==> config.mk <==
export PLATFORM = sky130hd
export DESIGN_NAME = epcs_flash_responder
export DESIGN_NICKNAME = d
export VERILOG_FILES = /design/src/rtl/epcs_pkg.sv /design/src/rtl/epcs_pin_sync.sv /design/src/rtl/epcs_flash_responder.sv
export SDC_FILE = /design/constraint.sdc
export NUM_CORES = 1
export LEC_CHECK = 0
export ABC_AREA = 1
export BUFFER_PORTS_ARGS = -buffer_cell sky130_fd_sc_hd__buf_2
export CELL_PAD_IN_SITES_DETAIL_PLACEMENT = 1
export CELL_PAD_IN_SITES_GLOBAL_PLACEMENT = 2
export CORE_MARGIN = 2
export CORE_UTILIZATION = 25
export CTS_CLUSTER_DIAMETER = 60
export DETAILED_ROUTE_END_ITERATION = 8
export PLACE_DENSITY = 0.73
export SLEW_MARGIN = 10
export SYNTH_ARGS = -nofsm -noshare
export SYNTH_HDL_FRONTEND = slang
export SYNTH_SLANG_ARGS = --single-unit
==> constraint.sdc <==
create_clock -name clk_clk -period 1.61 [get_ports clk_clk]
set_input_delay 0.0805 -clock clk_clk [delete_from_list [all_inputs] [get_ports clk_clk]]
set_output_delay 0.0805 -clock clk_clk [all_outputs]
set_load 0.01 [all_outputs]
==> src/rtl/epcs_pkg.sv <==
// epcs_pkg: EPCS command codes, responder FSM states, address-phase length and command decoder
package epcs_pkg;
  localparam logic [7:0] CMD_READ_STATUS = 8'h05;
  localparam logic [7:0] CMD_READ_ID = 8'hAB;
  localparam logic [7:0] CMD_READ_BYTES = 8'h03;
  localparam int EPCS_ADDR_BYTES = 3;
  localparam logic [1:0] LAST_BYTE = 2'(EPCS_ADDR_BYTES - 1);
  typedef enum logic [2:0] {S_IDLE, S_CMD, S_ADDR, S_DUMMY, S_STATUS, S_ID, S_READ, S_IGNORE} state_t;
  function automatic state_t decode_cmd(input logic [7:0] c);
    return c == CMD_READ_STATUS ? S_STATUS : c == CMD_READ_ID ? S_DUMMY : c == CMD_READ_BYTES ? S_ADDR : S_IGNORE;
  endfunction
endpackage

==> src/rtl/epcs_pin_sync.sv <==
// epcs_pin_sync: synchronizes dclk/sce/sdo (in) into clk domain and emits sce_s/sdo_s levels plus rise/fall/sce_fall pulses (out)
module epcs_pin_sync #(
  parameter int SYNC_STAGES = 2
) (
  input  logic clk,
  input  logic rst,
  input  logic dclk,
  input  logic sce,
  input  logic sdo,
  output logic sce_s,
  output logic sdo_s,
  output logic rise,
  output logic fall,
  output logic sce_fall
);
  logic [SYNC_STAGES-1:0] dclk_q, sce_q, sdo_q;
  logic dclk_p, sce_p;
  always_ff @(posedge clk) begin
    if (rst) begin
      dclk_q <= '1;
      sce_q <= '1;
      sdo_q <= '0;
      dclk_p <= 1'b1;
      sce_p <= 1'b1;
    end else begin
      dclk_q <= {dclk_q[SYNC_STAGES-2:0], dclk};
      sce_q <= {sce_q[SYNC_STAGES-2:0], sce};
      sdo_q <= {sdo_q[SYNC_STAGES-2:0], sdo};
      dclk_p <= dclk_q[SYNC_STAGES-1];
      sce_p <= sce_q[SYNC_STAGES-1];
    end
  end
  assign sce_s = sce_q[SYNC_STAGES-1];
  assign sdo_s = sdo_q[SYNC_STAGES-1];
  assign rise = dclk_q[SYNC_STAGES-1] & ~dclk_p & ~sce_s;
  assign fall = ~dclk_q[SYNC_STAGES-1] & dclk_p & ~sce_s;
  assign sce_fall = ~sce_s & sce_p;
endmodule

==> src/rtl/epcs_flash_responder.sv <==
// epcs_flash_responder: EPCS flash SPI slave (dclk/sce/sdo in, data0/data0_oe out) answering status, silicon id and byte reads via mem_addr/mem_rd/mem_rdata
module epcs_flash_responder #(
  parameter int ADDR_W = 16,
  parameter logic [7:0] SILICON_ID = 8'h14,
  parameter int SYNC_STAGES = 2
) (
  input  logic              clk_clk,
  input  logic              reset_reset,
  input  logic              epcs_flash_dclk,
  input  logic              epcs_flash_sce,
  input  logic              epcs_flash_sdo,
  output logic              epcs_flash_data0,
  output logic              epcs_flash_data0_oe,
  input  logic [7:0]        epcs_status,
  output logic [ADDR_W-1:0] mem_addr,
  output logic              mem_rd,
  input  logic [7:0]        mem_rdata,
  output logic              cmd_seen
);
  import epcs_pkg::*;
  logic sce_s, sdo_s, rise, fall, sce_fall;
  state_t state, state_n;
  logic [2:0] cnt;
  logic [1:0] bcnt;
  logic [7:0] in_sh, out_sh, hold, in_byte, reload;
  logic [ADDR_W-1:0] a_sh;
  logic rd_v, dst, byte_done, boundary, resp;
  epcs_pin_sync #(.SYNC_STAGES(SYNC_STAGES)) u_sync (
    .clk(clk_clk),
    .rst(reset_reset),
    .dclk(epcs_flash_dclk),
    .sce(epcs_flash_sce),
    .sdo(epcs_flash_sdo),
    .sce_s(sce_s),
    .sdo_s(sdo_s),
    .rise(rise),
    .fall(fall),
    .sce_fall(sce_fall)
  );
  assign in_byte = {in_sh[6:0], sdo_s};
  assign byte_done = rise & (cnt == 3'd7);
  assign boundary = fall & (cnt == 3'd7);
  assign resp = state inside {S_STATUS, S_ID, S_READ};
  assign reload = state == S_STATUS ? epcs_status : state == S_ID ? SILICON_ID : hold;
  always_ff @(posedge clk_clk) begin
    if (reset_reset) state <= S_IDLE;
    else state <= state_n;
  end
  always_comb begin
    state_n = state;
    if (sce_fall) state_n = S_CMD;
    else if (sce_s) state_n = S_IDLE;
    else if (byte_done)
      state_n = state == S_CMD ? decode_cmd(in_byte) :
                bcnt != LAST_BYTE ? state :
                state == S_ADDR ? S_READ :
                state == S_DUMMY ? S_ID : state;
  end
  always_ff @(posedge clk_clk) begin
    if (reset_reset) begin
      epcs_flash_data0 <= 1'b0;
      epcs_flash_data0_oe <= 1'b0;
      mem_rd <= 1'b0;
      mem_addr <= '0;
      cmd_seen <= 1'b0;
      cnt <= '0;
      bcnt <= '0;
      in_sh <= '0;
      out_sh <= '0;
      hold <= '0;
      a_sh <= '0;
      rd_v <= 1'b0;
      dst <= 1'b0;
    end else begin
      mem_rd <= 1'b0;
      cmd_seen <= 1'b0;
      rd_v <= mem_rd;
      if (sce_s || sce_fall) begin
        cnt <= '0;
        bcnt <= '0;
        epcs_flash_data0 <= 1'b0;
        epcs_flash_data0_oe <= 1'b0;
      end else begin
        if (rise) begin
          in_sh <= in_byte;
          cnt <= cnt + 3'd1;
          if (state == S_ADDR) a_sh <= {a_sh[ADDR_W-2:0], sdo_s};
        end
        if (byte_done) begin
          bcnt <= (state == S_ADDR || state == S_DUMMY) && bcnt != LAST_BYTE ? bcnt + 2'd1 : 2'd0;
          cmd_seen <= state == S_CMD;
          if (state == S_CMD && in_byte == CMD_READ_STATUS) out_sh <= epcs_status;
          if (state == S_DUMMY && bcnt == LAST_BYTE) out_sh <= SILICON_ID;
          if (state == S_ADDR && bcnt == LAST_BYTE) begin
            mem_addr <= {a_sh[ADDR_W-2:0], sdo_s};
            mem_rd <= 1'b1;
            dst <= 1'b0;
          end
        end
        if (fall && resp) begin
          epcs_flash_data0 <= out_sh[7];
          epcs_flash_data0_oe <= 1'b1;
          out_sh <= boundary ? reload : {out_sh[6:0], 1'b0};
        end
        if (boundary && state == S_READ) begin
          mem_addr <= mem_addr + ADDR_W'(1);
          mem_rd <= 1'b1;
          dst <= 1'b1;
        end
        // first returned byte goes straight to the shifter and triggers the holding-byte prefetch
        if (rd_v && state == S_READ) begin
          if (dst) hold <= mem_rdata;
          else begin
            out_sh <= mem_rdata;
            mem_addr <= mem_addr + ADDR_W'(1);
            mem_rd <= 1'b1;
            dst <= 1'b1;
          end
        end
      end
    end
  end
endmodule
==> report_table.html, run 1 <==
<table>
<tr><th>Metric</th><th>Value</th></tr>
<tr><th colspan="2">Run status</th></tr>
<tr><td>Status</td><td>complete, but fails checks</td></tr>
<tr><td>Violated checks</td><td>hold timing, setup timing</td></tr>
<tr><th colspan="2">Yosys</th></tr>
<tr><td>Mean cell area of the mapped netlist</td><td>6.80 sq um</td></tr>
<tr><td>Post-synthesis sequential area ratio</td><td>0.389</td></tr>
<tr><td>Fraction of synthesized cell area taken by the top area cell type</td><td>0.389</td></tr>
<tr><td>Count of cell types in the netlist</td><td>39</td></tr>
<tr><td>Synth Warn #</td><td>0</td></tr>
<tr><td>Leading cell types by total area after synthesis</td><td>sky130_fd_sc_hd__dfxtp_1, sky130_fd_sc_hd__nand2_1, sky130_fd_sc_hd__nor2_1</td></tr>
<tr><td>Yosys reg bits</td><td>76</td></tr>
<tr><td>Post-synthesis cell count</td><td>576</td></tr>
<tr><td>Asr flop ratio synth</td><td>0</td></tr>
<tr><td>Post-synthesis cell type with the largest combined area</td><td>sky130_fd_sc_hd__dfxtp_1</td></tr>
<tr><td>Total standard cell area after synthesis</td><td>3920 sq um</td></tr>
<tr><td>Most common cell in the synthesized netlist</td><td>sky130_fd_sc_hd__nand2_1</td></tr>
<tr><td>Top flip-flop cell by instance count after synthesis</td><td>sky130_fd_sc_hd__dfxtp_1</td></tr>
<tr><td>Net count after synthesis</td><td>601</td></tr>
<tr><td>Top post-synthesis cells by count</td><td>sky130_fd_sc_hd__nand2_1, sky130_fd_sc_hd__nor2_1, sky130_fd_sc_hd__dfxtp_1</td></tr>
<tr><td>Number of enable flip-flop cells after synthesis</td><td>0</td></tr>
<tr><th colspan="2">Die</th></tr>
<tr><td>Area of the die</td><td>16,700 sq um</td></tr>
<tr><td>Die height</td><td>129 um</td></tr>
<tr><td>Effective utilization at floorplan</td><td>0.257</td></tr>
<tr><td>Die W</td><td>129 um</td></tr>
<tr><td>Number of standard-cell rows in the floorplan</td><td>45</td></tr>
<tr><td>Count of pins on the block boundary</td><td>41</td></tr>
<tr><td>Core region area</td><td>15,300 sq um</td></tr>
<tr><th colspan="2">Timing</th></tr>
<tr><td>Final worst slack</td><td>-27.3 ps</td></tr>
<tr><td>Headroom to the max-slew limit</td><td>0.700</td></tr>
<tr><td>Max Transition Viols Final</td><td>0</td></tr>
<tr><td>Slew at the pin with the worst max-slew slack</td><td>448 ps</td></tr>
<tr><td>Setup-violating endpoint count in the final report</td><td>7</td></tr>
<tr><td>Count of endpoints failing hold in the final timing report</td><td>1</td></tr>
<tr><td>Unrepaired setup endpoints after global routing</td><td>yes</td></tr>
<tr><td>Worst clock skew</td><td>7.98 ps</td></tr>
<tr><td>Highest Clock Rate</td><td>0.611 GHz</td></tr>
<tr><td>Worst hold slack across all endpoints</td><td>-0.945 ps</td></tr>
<tr><td>Final worst path period share</td><td>1.02</td></tr>
<tr><td>Shortest clock period the worst path allows after layout</td><td>1640 ps</td></tr>
<tr><th colspan="2">Place</th></tr>
<tr><td>Post-Place Cell Area</td><td>4670 sq um</td></tr>
<tr><td>Pre-CTS setup slack</td><td>-151 ps</td></tr>
<tr><td>Placed Cells incl. Taps</td><td>854</td></tr>
<tr><td>Final HPWL from detailed placement</td><td>9.07 mm</td></tr>
<tr><td>Port buffer count</td><td>40</td></tr>
<tr><td>Placer's final routability congestion estimate</td><td>0.790</td></tr>
<tr><th colspan="2">Hold path</th></tr>
<tr><td>Hold WC Path Type</td><td>input port to flip-flop</td></tr>
<tr><th colspan="2">Pwr</th></tr>
<tr><td>Maximum resistive drop on vdd</td><td>0.000522 V</td></tr>
<tr><td>Cell Pwr Density</td><td>795 nW/um^2</td></tr>
<tr><td>Sum of internal, switching and leakage power</td><td>4280 uW</td></tr>
<tr><td>Static leakage</td><td>0.00231 uW</td></tr>
<tr><th colspan="2">Worst setup path</th></tr>
<tr><td>Number of buffer and inverter stages on the critical path</td><td>1</td></tr>
<tr><td>Startpoint Class</td><td>flip-flop</td></tr>
<tr><td>Crit path kind</td><td>flip-flop to flip-flop</td></tr>
<tr><td>Most prevalent standard cell on the critical path</td><td>sky130_fd_sc_hd__ha_4</td></tr>
<tr><td>Critical path's slowest cell</td><td>sky130_fd_sc_hd__dfxtp_2</td></tr>
<tr><td>CP top delay family</td><td>compound AO/OA/AOI/OAI gates</td></tr>
<tr><td>Slowest cell delay on critical path</td><td>350 ps</td></tr>
<tr><td>Kind of end point of the critical path</td><td>flip-flop</td></tr>
<tr><td>Worst path required time</td><td>1890 ps</td></tr>
<tr><td>Critical path peak fanout</td><td>12</td></tr>
<tr><td>Worst endpoint data arrival time</td><td>1920 ps</td></tr>
<tr><td>Cell-by-cell listing of the critical path</td><td>ha_4 &gt; ha_4 &gt; nand4_4 &gt; o21ai_4 &gt; nand2_4 &gt; buf_12 &gt; o21ai_2 &gt; nand2_1 &gt; a21oi_2</td></tr>
<tr><th colspan="2">Routing</th></tr>
<tr><td>Wire length after detailed routing</td><td>12.6 mm</td></tr>
<tr><td>Initial detailed-routing violation count</td><td>127</td></tr>
<tr><td>Mean number of vias per cell</td><td>4.59</td></tr>
<tr><td>Count of antenna-violating nets left after detailed routing</td><td>0</td></tr>
<tr><td>Number of vias after detailed routing</td><td>4,092</td></tr>
<tr><td>Average wire per standard cell</td><td>14.1 um</td></tr>
<tr><td>Drt drc</td><td>0</td></tr>
<tr><td>Detailed-routing iteration count for the pre-antenna-repair pass</td><td>4</td></tr>
<tr><th colspan="2">Flow run</th></tr>
<tr><td># Max-Cap Violations</td><td>0</td></tr>
<tr><th colspan="2">Finish</th></tr>
<tr><td>Antenna Diode Count</td><td>0</td></tr>
<tr><td>Post-route cell area</td><td>5380 sq um</td></tr>
<tr><td>Total number of nets in the final design</td><td>700</td></tr>
<tr><td>Area growth syn-to-layout</td><td>37.5%</td></tr>
<tr><td>Fraction of layout cells with a size suffix above 1</td><td>0.293</td></tr>
<tr><td>Non-Filler Instances</td><td>891</td></tr>
<tr><th colspan="2">Clock tree</th></tr>
<tr><td>Clock Path Buffers</td><td>2</td></tr>
<tr><td>Sinks on the clock net</td><td>76</td></tr>
<tr><td>Total clock buffers created by CTS</td><td>9</td></tr>
<tr><td>CTS tree</td><td>built</td></tr>
<tr><td>CTS clk-pin slew, worst paths</td><td>60 ps</td></tr>
<tr><td>Clk Tree Root Cell</td><td>sky130_fd_sc_hd__clkbuf_16</td></tr>
<tr><td>Maximum level of the CTS H-tree</td><td>3</td></tr>
<tr><td>Clock latency at the later pin of the worst-skew pair</td><td>350 ps</td></tr>
<tr><th colspan="2">Global routing</th></tr>
<tr><td>Global-route total usage across every layer</td><td>0.159</td></tr>
<tr><td>Number of antenna violations at the first check in global routing</td><td>0</td></tr>
<tr><td>Via count of the first global-routing pass</td><td>4,215</td></tr>
<tr><td>Largest net degree at the start of global routing</td><td>39</td></tr>
<tr><td>GR Overflow Total</td><td>0</td></tr>
<tr><td>First-pass GRT wire length</td><td>20.8 mm</td></tr>
</table>
==> tightest hold or removal path, cell delays in order <==
cell,delay [ps]
sky130_fd_sc_hd__buf_2,90
sky130_fd_sc_hd__nor2_1,40
sky130_fd_sc_hd__nor2_1,100
==> worst paths after layout <==
path,from,endpoint,cells past startpoint,slack [ps]
setup / recovery,cnt[1]$_SDFFE_PP0P_,mem_addr[5]$_SDFFE_PP0N_,9,-30
hold / removal,mem_rdata[5],hold[5]$_SDFFE_PP0P_,3,-0.9
setup reg to reg,cnt[1]$_SDFFE_PP0P_,mem_addr[5]$_SDFFE_PP0N_,9,-30
hold reg to reg,u_sync.sdo_q[0]$_SDFF_PP0_,u_sync.sdo_q[1]$_SDFF_PP0_,2,400
==> layout make-up <==
class	count	area, sq um
clock inverter	6	87.6
multi-input combinational	406	2200
inverter	78	314
fill	1908	9870
clock buffer	10	239
sequential	76	1530
tap	211	264
timing repair buffer	104	756
==> routing by layer <==
metal	global-route usage	vias to the layer above	routed length [um]
li1	-	2062	-
met1	0.189	1949	5790
met2	0.278	62	6120
met3	0.0392	19	409
met4	0.0550	0	250
met5	0	-	0
==> metrics by stage <==
| step | util | setup TNS, ps |
|---|---|---|
| finish | 0.353 | -103 |
| global route | 0.353 | -2560 |
| CTS | 0.341 | -461 |
| detailed placement | 0.306 | -1820 |
| global placement | 0.306 | -996 |
| floorplan | - | -50.8 |
==> sequential cells by signal, summed over array words and instances (netlist names), 3 cells and up <==
signal and cells:
mem_addr 16, a_sh 15, hold 8, out_sh 8
in_sh 7, cnt 3, state 3
==> logic make-up (layout without fill, tap and decap cells) <==
family          after synthesis  after routing  synth area share
buf+inv                      94            198            0.0965
compound gates              140            140             0.198
fa+ha+maj                     4              4            0.0128
flops                        76             76             0.389
simple gates                260            260             0.300
xor+xnor                      2              2           0.00448
==> layout by cell type (no fill, tap or decap), types with 7 or more instances in the layout <==
cell,synthesis,final
sky130_fd_sc_hd__o21ai_2,6,12
sky130_fd_sc_hd__o21ai_0,60,42
sky130_fd_sc_hd__o21ai_1,6,18
sky130_fd_sc_hd__buf_2,3,40
sky130_fd_sc_hd__nand2_2,3,7
sky130_fd_sc_hd__nor2_1,81,76
sky130_fd_sc_hd__a21oi_1,52,47
sky130_fd_sc_hd__buf_4,1,47
sky130_fd_sc_hd__dfxtp_1,76,71
sky130_fd_sc_hd__nand2_1,118,111
sky130_fd_sc_hd__clkbuf_16,0,9
sky130_fd_sc_hd__a21oi_2,6,11
sky130_fd_sc_hd__inv_2,6,7
sky130_fd_sc_hd__dlygate4sd3_1,0,8
sky130_fd_sc_hd__nand3_1,23,19
sky130_fd_sc_hd__inv_1,68,62
==> power breakdown <==
| part | total [uW] | internal [uW] | switching, uW |
|---|---|---|---|
| Sequential | 1900 | 1890 | 7.66 |
| Clock | 2250 | 1400 | 849 |
| Combinational | 133 | 58.0 | 74.8 |
==> repair_timing <==
| item | 4_1_cts | 5_1_grt |
|---|---|---|
| hold buffers | 8 | 0 |
| buffers inserted | 4 | 8 |
| gates cloned | 0 | 1 |
| pin swaps | 5 | 10 |
| gates resized for setup | 32 | 53 |
| endpoints found under the setup margin | 25 | 52 |
| endpoints found under the hold margin | 8 | 0 |
No activity file was read; power rests on OpenSTA's default activity.
==> run 2: changes to the inputs <==
PLACE_DENSITY = 0.7   (was 0.73)
clock period = 2 ns   (was 1.61 ns; I/O delays follow)
==> run 2 against run 1 <==
The run now ends clean. Die area unchanged. Combinational power shrank 34%. Utilization fell by 3.4 points. Cell area down 9.5%. Global-route usage decreased by 0.82 points. Via count fell by 4.7%. Cell count shrank 4.4%. Non-clock buffer count fell by 39. Critical path type unchanged. Critical endpoint is now mem_addr[1]$_SDFFE_PP0N_. Largest cell class unchanged. Largest power group unchanged.
==> report_table.html, run 2 (synthesis gave the netlist of run 1 again) <==
<table>
<tr><th>Metric</th><th>Value</th></tr>
<tr><th colspan="2">Finish</th></tr>
<tr><td>Total number of nets in the final design</td><td>661 (-5.6%)</td></tr>
<tr><td>Commonest cells after routing, fill and taps aside</td><td>sky130_fd_sc_hd__nand2_1, sky130_fd_sc_hd__nor2_1, sky130_fd_sc_hd__dfxtp_1, sky130_fd_sc_hd__inv_1, sky130_fd_sc_hd__o21ai_0</td></tr>
<tr><td>Non-Filler Instances</td><td>852 (-4.4%)</td></tr>
<tr><td>Biggest regs</td><td>mem_addr x16, a_sh x15</td></tr>
<tr><td>Largest Register</td><td>mem_addr</td></tr>
<tr><td>Largest register FFs</td><td>16 (unchanged)</td></tr>
<tr><td>Fraction of layout cells with a size suffix above 1</td><td>0.189 (-0.104)</td></tr>
<tr><td>Antenna Diode Count</td><td>0 (unchanged)</td></tr>
<tr><td>Commonest non-fill, non-tap cell in the layout</td><td>sky130_fd_sc_hd__nand2_1</td></tr>
<tr><td>Area growth syn-to-layout</td><td>24.4%</td></tr>
<tr><td>FILL cells</td><td>1,903 (-0.26%)</td></tr>
<tr><th colspan="2">Worst setup path</th></tr>
<tr><td>Critical path peak fanout</td><td>12 (unchanged)</td></tr>
<tr><td>Capture point of the worst reg-to-reg path</td><td>mem_addr[1]$_SDFFE_PP0N_</td></tr>
<tr><td>Kind of end point of the critical path</td><td>flip-flop</td></tr>
<tr><td>FF-to-FF setup slack</td><td>130 ps (+160 ps)</td></tr>
<tr><td>Reg-to-reg startpoint</td><td>cnt[1]$_SDFFE_PP0P_</td></tr>
<tr><td>Critical Path End</td><td>mem_addr[1]$_SDFFE_PP0N_</td></tr>
<tr><td>Crit path kind</td><td>flip-flop to flip-flop</td></tr>
<tr><td>R2r worst-path depth</td><td>12 (+3)</td></tr>
<tr><td>Slowest cell delay on critical path</td><td>340 ps (about the same)</td></tr>
<tr><td>Critical path's slowest cell</td><td>sky130_fd_sc_hd__dfxtp_1</td></tr>
<tr><td>Startpoint Class</td><td>flip-flop</td></tr>
<tr><td>Worst endpoint data arrival time</td><td>2150 ps (+230 ps)</td></tr>
<tr><td>Cell-by-cell listing of the critical path</td><td>ha_1 &gt; ha_4 &gt; nand4_4 &gt; buf_4 &gt; o21ai_4 &gt; nand2_4 &gt; buf_6 &gt; inv_1 &gt; nand2_1 &gt; o21ai_0 &gt; a21oi_1 &gt; nor2_1</td></tr>
<tr><td>Worst path required time</td><td>2280 ps (+390 ps)</td></tr>
<tr><td>Startpoint of the most critical setup path</td><td>cnt[1]$_SDFFE_PP0P_</td></tr>
<tr><th colspan="2">Timing</th></tr>
<tr><td>Highest Clock Rate</td><td>0.535 GHz (-12%)</td></tr>
<tr><td>Slew at the pin with the worst max-slew slack</td><td>473 ps (+25.0 ps)</td></tr>
<tr><td>Worst clock skew</td><td>5.23 ps (-2.75 ps)</td></tr>
<tr><td>Post-route setup TNS</td><td>0 ps (+103 ps)</td></tr>
<tr><td>Final worst path period share</td><td>0.934 (-0.0831)</td></tr>
<tr><td>Count of endpoints failing hold in the final timing report</td><td>0 (-1)</td></tr>
<tr><td>Unrepaired setup endpoints after global routing</td><td>no</td></tr>
<tr><td>Headroom to the max-slew limit</td><td>0.683 (-0.0167)</td></tr>
<tr><td>Shortest clock period the worst path allows after layout</td><td>1870 ps (+230 ps)</td></tr>
<tr><td>Setup-violating endpoint count in the final report</td><td>0 (-7)</td></tr>
<tr><td>Max Transition Viols Final</td><td>0 (unchanged)</td></tr>
<tr><th colspan="2">Global routing</th></tr>
<tr><td>Most used routing layer</td><td>met2</td></tr>
<tr><td>Number of antenna violations at the first check in global routing</td><td>0 (unchanged)</td></tr>
<tr><td>Met2 layer usage reported by global route</td><td>0.266 (-0.0124)</td></tr>
<tr><td>GR Overflow Total</td><td>0 (unchanged)</td></tr>
<tr><td>First-pass GRT wire length</td><td>19.6 mm (-5.5%)</td></tr>
<tr><td>Largest net degree at the start of global routing</td><td>39 (unchanged)</td></tr>
<tr><td>Global-route total usage across every layer</td><td>0.151 (-0.00818)</td></tr>
<tr><td>Met1 usage in global routing</td><td>0.184 (-0.00577)</td></tr>
<tr><td>Via count of the first global-routing pass</td><td>3,922 (-7.0%)</td></tr>
<tr><td>Fraction of met3 tracks used by global routing</td><td>0.0380 (-0.00124)</td></tr>
<tr><th colspan="2">Place</th></tr>
<tr><td>Placer's final routability congestion estimate</td><td>0.757 (-4.1%)</td></tr>
<tr><td>Port buffer count</td><td>40 (unchanged)</td></tr>
<tr><td>Final HPWL from detailed placement</td><td>8.85 mm (-2.5%)</td></tr>
<tr><td>Placed Cells incl. Taps</td><td>833 (-2.5%)</td></tr>
<tr><th colspan="2">Routing</th></tr>
<tr><td>Number of vias after detailed routing</td><td>3,900 (-4.7%)</td></tr>
<tr><td>Wire length after detailed routing</td><td>12.0 mm (-4.8%)</td></tr>
<tr><td>Mean number of vias per cell</td><td>4.58 (-0.33%)</td></tr>
<tr><td>Count of antenna-violating nets left after detailed routing</td><td>0 (unchanged)</td></tr>
<tr><td>Initial detailed-routing violation count</td><td>162 (+28%)</td></tr>
<tr><td>Drt drc</td><td>0 (unchanged)</td></tr>
<tr><td>Detailed-routing iteration count for the pre-antenna-repair pass</td><td>6 (+2)</td></tr>
<tr><td>Average wire per standard cell</td><td>14.0 um (-0.41%)</td></tr>
<tr><th colspan="2">Die</th></tr>
<tr><td>Effective utilization at floorplan</td><td>0.257 (unchanged)</td></tr>
<tr><td>Count of pins on the block boundary</td><td>41 (unchanged)</td></tr>
<tr><td>Die height</td><td>129 um (unchanged)</td></tr>
<tr><td>Die W</td><td>129 um (unchanged)</td></tr>
<tr><td>Area of the die</td><td>16,700 sq um (unchanged)</td></tr>
<tr><td>Number of standard-cell rows in the floorplan</td><td>45 (unchanged)</td></tr>
<tr><td>Core region area</td><td>15,300 sq um (unchanged)</td></tr>
<tr><th colspan="2">Pwr</th></tr>
<tr><td>Cell Pwr Density</td><td>701 nW/um^2 (-12%)</td></tr>
<tr><td>Static leakage</td><td>0.00204 uW (-12%)</td></tr>
<tr><td>Maximum resistive drop on vdd</td><td>0.000362 V (-31%)</td></tr>
<tr><th colspan="2">Clock tree</th></tr>
<tr><td>CTS clk-pin slew, worst paths</td><td>60 ps (about the same)</td></tr>
<tr><td>Clock latency at the later pin of the worst-skew pair</td><td>340 ps (about the same)</td></tr>
<tr><td>Number of buffers added for setup after CTS</td><td>0 (-4)</td></tr>
<tr><td>Sinks on the clock net</td><td>76 (unchanged)</td></tr>
<tr><td>Maximum level of the CTS H-tree</td><td>3 (unchanged)</td></tr>
<tr><td>Clk Tree Root Cell</td><td>sky130_fd_sc_hd__clkbuf_16</td></tr>
<tr><td>CTS tree</td><td>built</td></tr>
<tr><td>Total clock buffers created by CTS</td><td>9 (unchanged)</td></tr>
<tr><td>Clock Path Buffers</td><td>2 (unchanged)</td></tr>
<tr><th colspan="2">Flow run</th></tr>
<tr><td># Max-Cap Violations</td><td>0 (unchanged)</td></tr>
<tr><th colspan="2">Hold path</th></tr>
<tr><td>Hold WC Path Type</td><td>input port to flip-flop</td></tr>
<tr><th colspan="2">Run status</th></tr>
<tr><td>Status</td><td>complete, no violations</td></tr>
</table>
run 2: power breakdown:
| part | total (uW) | internal [uW] | switching, uW |
|---|---|---|---|
| sequential | 1530 | 1520 | 6.71 |
| combinational | 88.4 | 33.8 | 54.5 |
| clock | 1800 | 1130 | 670 |
run 2: layer usage:
metal / wire [um] / vias up / part of all wire
met2: 5900 / 45 / 0.49
met3: 356 / 13 / 0.030
li1: - / 1985 / -
met1: 5570 / 1857 / 0.46
met4: 144 / 0 / 0.012
met5: 0 / - / 0
run 2: how the worst min path moves through the flow:
stage	start	endpoint	depth (start not counted)
4_1_cts	mem_rdata[6]	hold[6]$_SDFFE_PP0P_	3
5_1_grt	mem_rdata[6]	hold[6]$_SDFFE_PP0P_	3
3_5_place_dp	epcs_flash_dclk	u_sync.dclk_q[0]$_SDFF_PP1_	2
6_report	mem_rdata[6]	hold[6]$_SDFFE_PP0P_	3
2_1_floorplan	epcs_flash_dclk	u_sync.dclk_q[0]$_SDFF_PP1_	1
3_3_place_gp	epcs_flash_sce	u_sync.sce_q[0]$_SDFF_PP1_	2
run 2: final cells by class:
type	instances	area (sq um)	share of cell area
Timing Repair Buffer	65	407	0.0835
Sequential cell	76	1520	0.312
Clock buffer	10	239	0.0490
Clock inverter	6	87.6	0.0180
Tap cell	211	264	0.0542
Multi-Input combinational cell	406	2060	0.422
Inverter	78	295	0.0606
run 2: worst max-delay path: cells and delay by family, from the launching register on:
family | cells | cell delay [ps]
compound gates | 3 | 320
buf+inv | 3 | 440
flops | 1 | 340
simple gates | 4 | 340
fa+ha+maj | 2 | 370
run 2: repair_timing:
item | in CTS | in global routing
endpoints found under the hold margin | 3 | 0
setup endpoints to repair | 0 | 15
gates resized for setup | 0 | 11
hold buffers | 3 | 0
run 2: metrics by stage:
stage          instance area, sq um  hold slack, ps  setup slack (ps)  power (uW)  utilization
2_1_floorplan                  3920             204               220        1600            -
3_3_place_gp                   4460             288               141        1650        0.292
3_5_place_dp                   4460             288              42.5        1650        0.292
4_1_cts                        4820           0.892              6.64        3480        0.316
5_1_grt                        4870            17.9              8.50        3550        0.319
6_report                       4870            6.84               132        3410        0.319
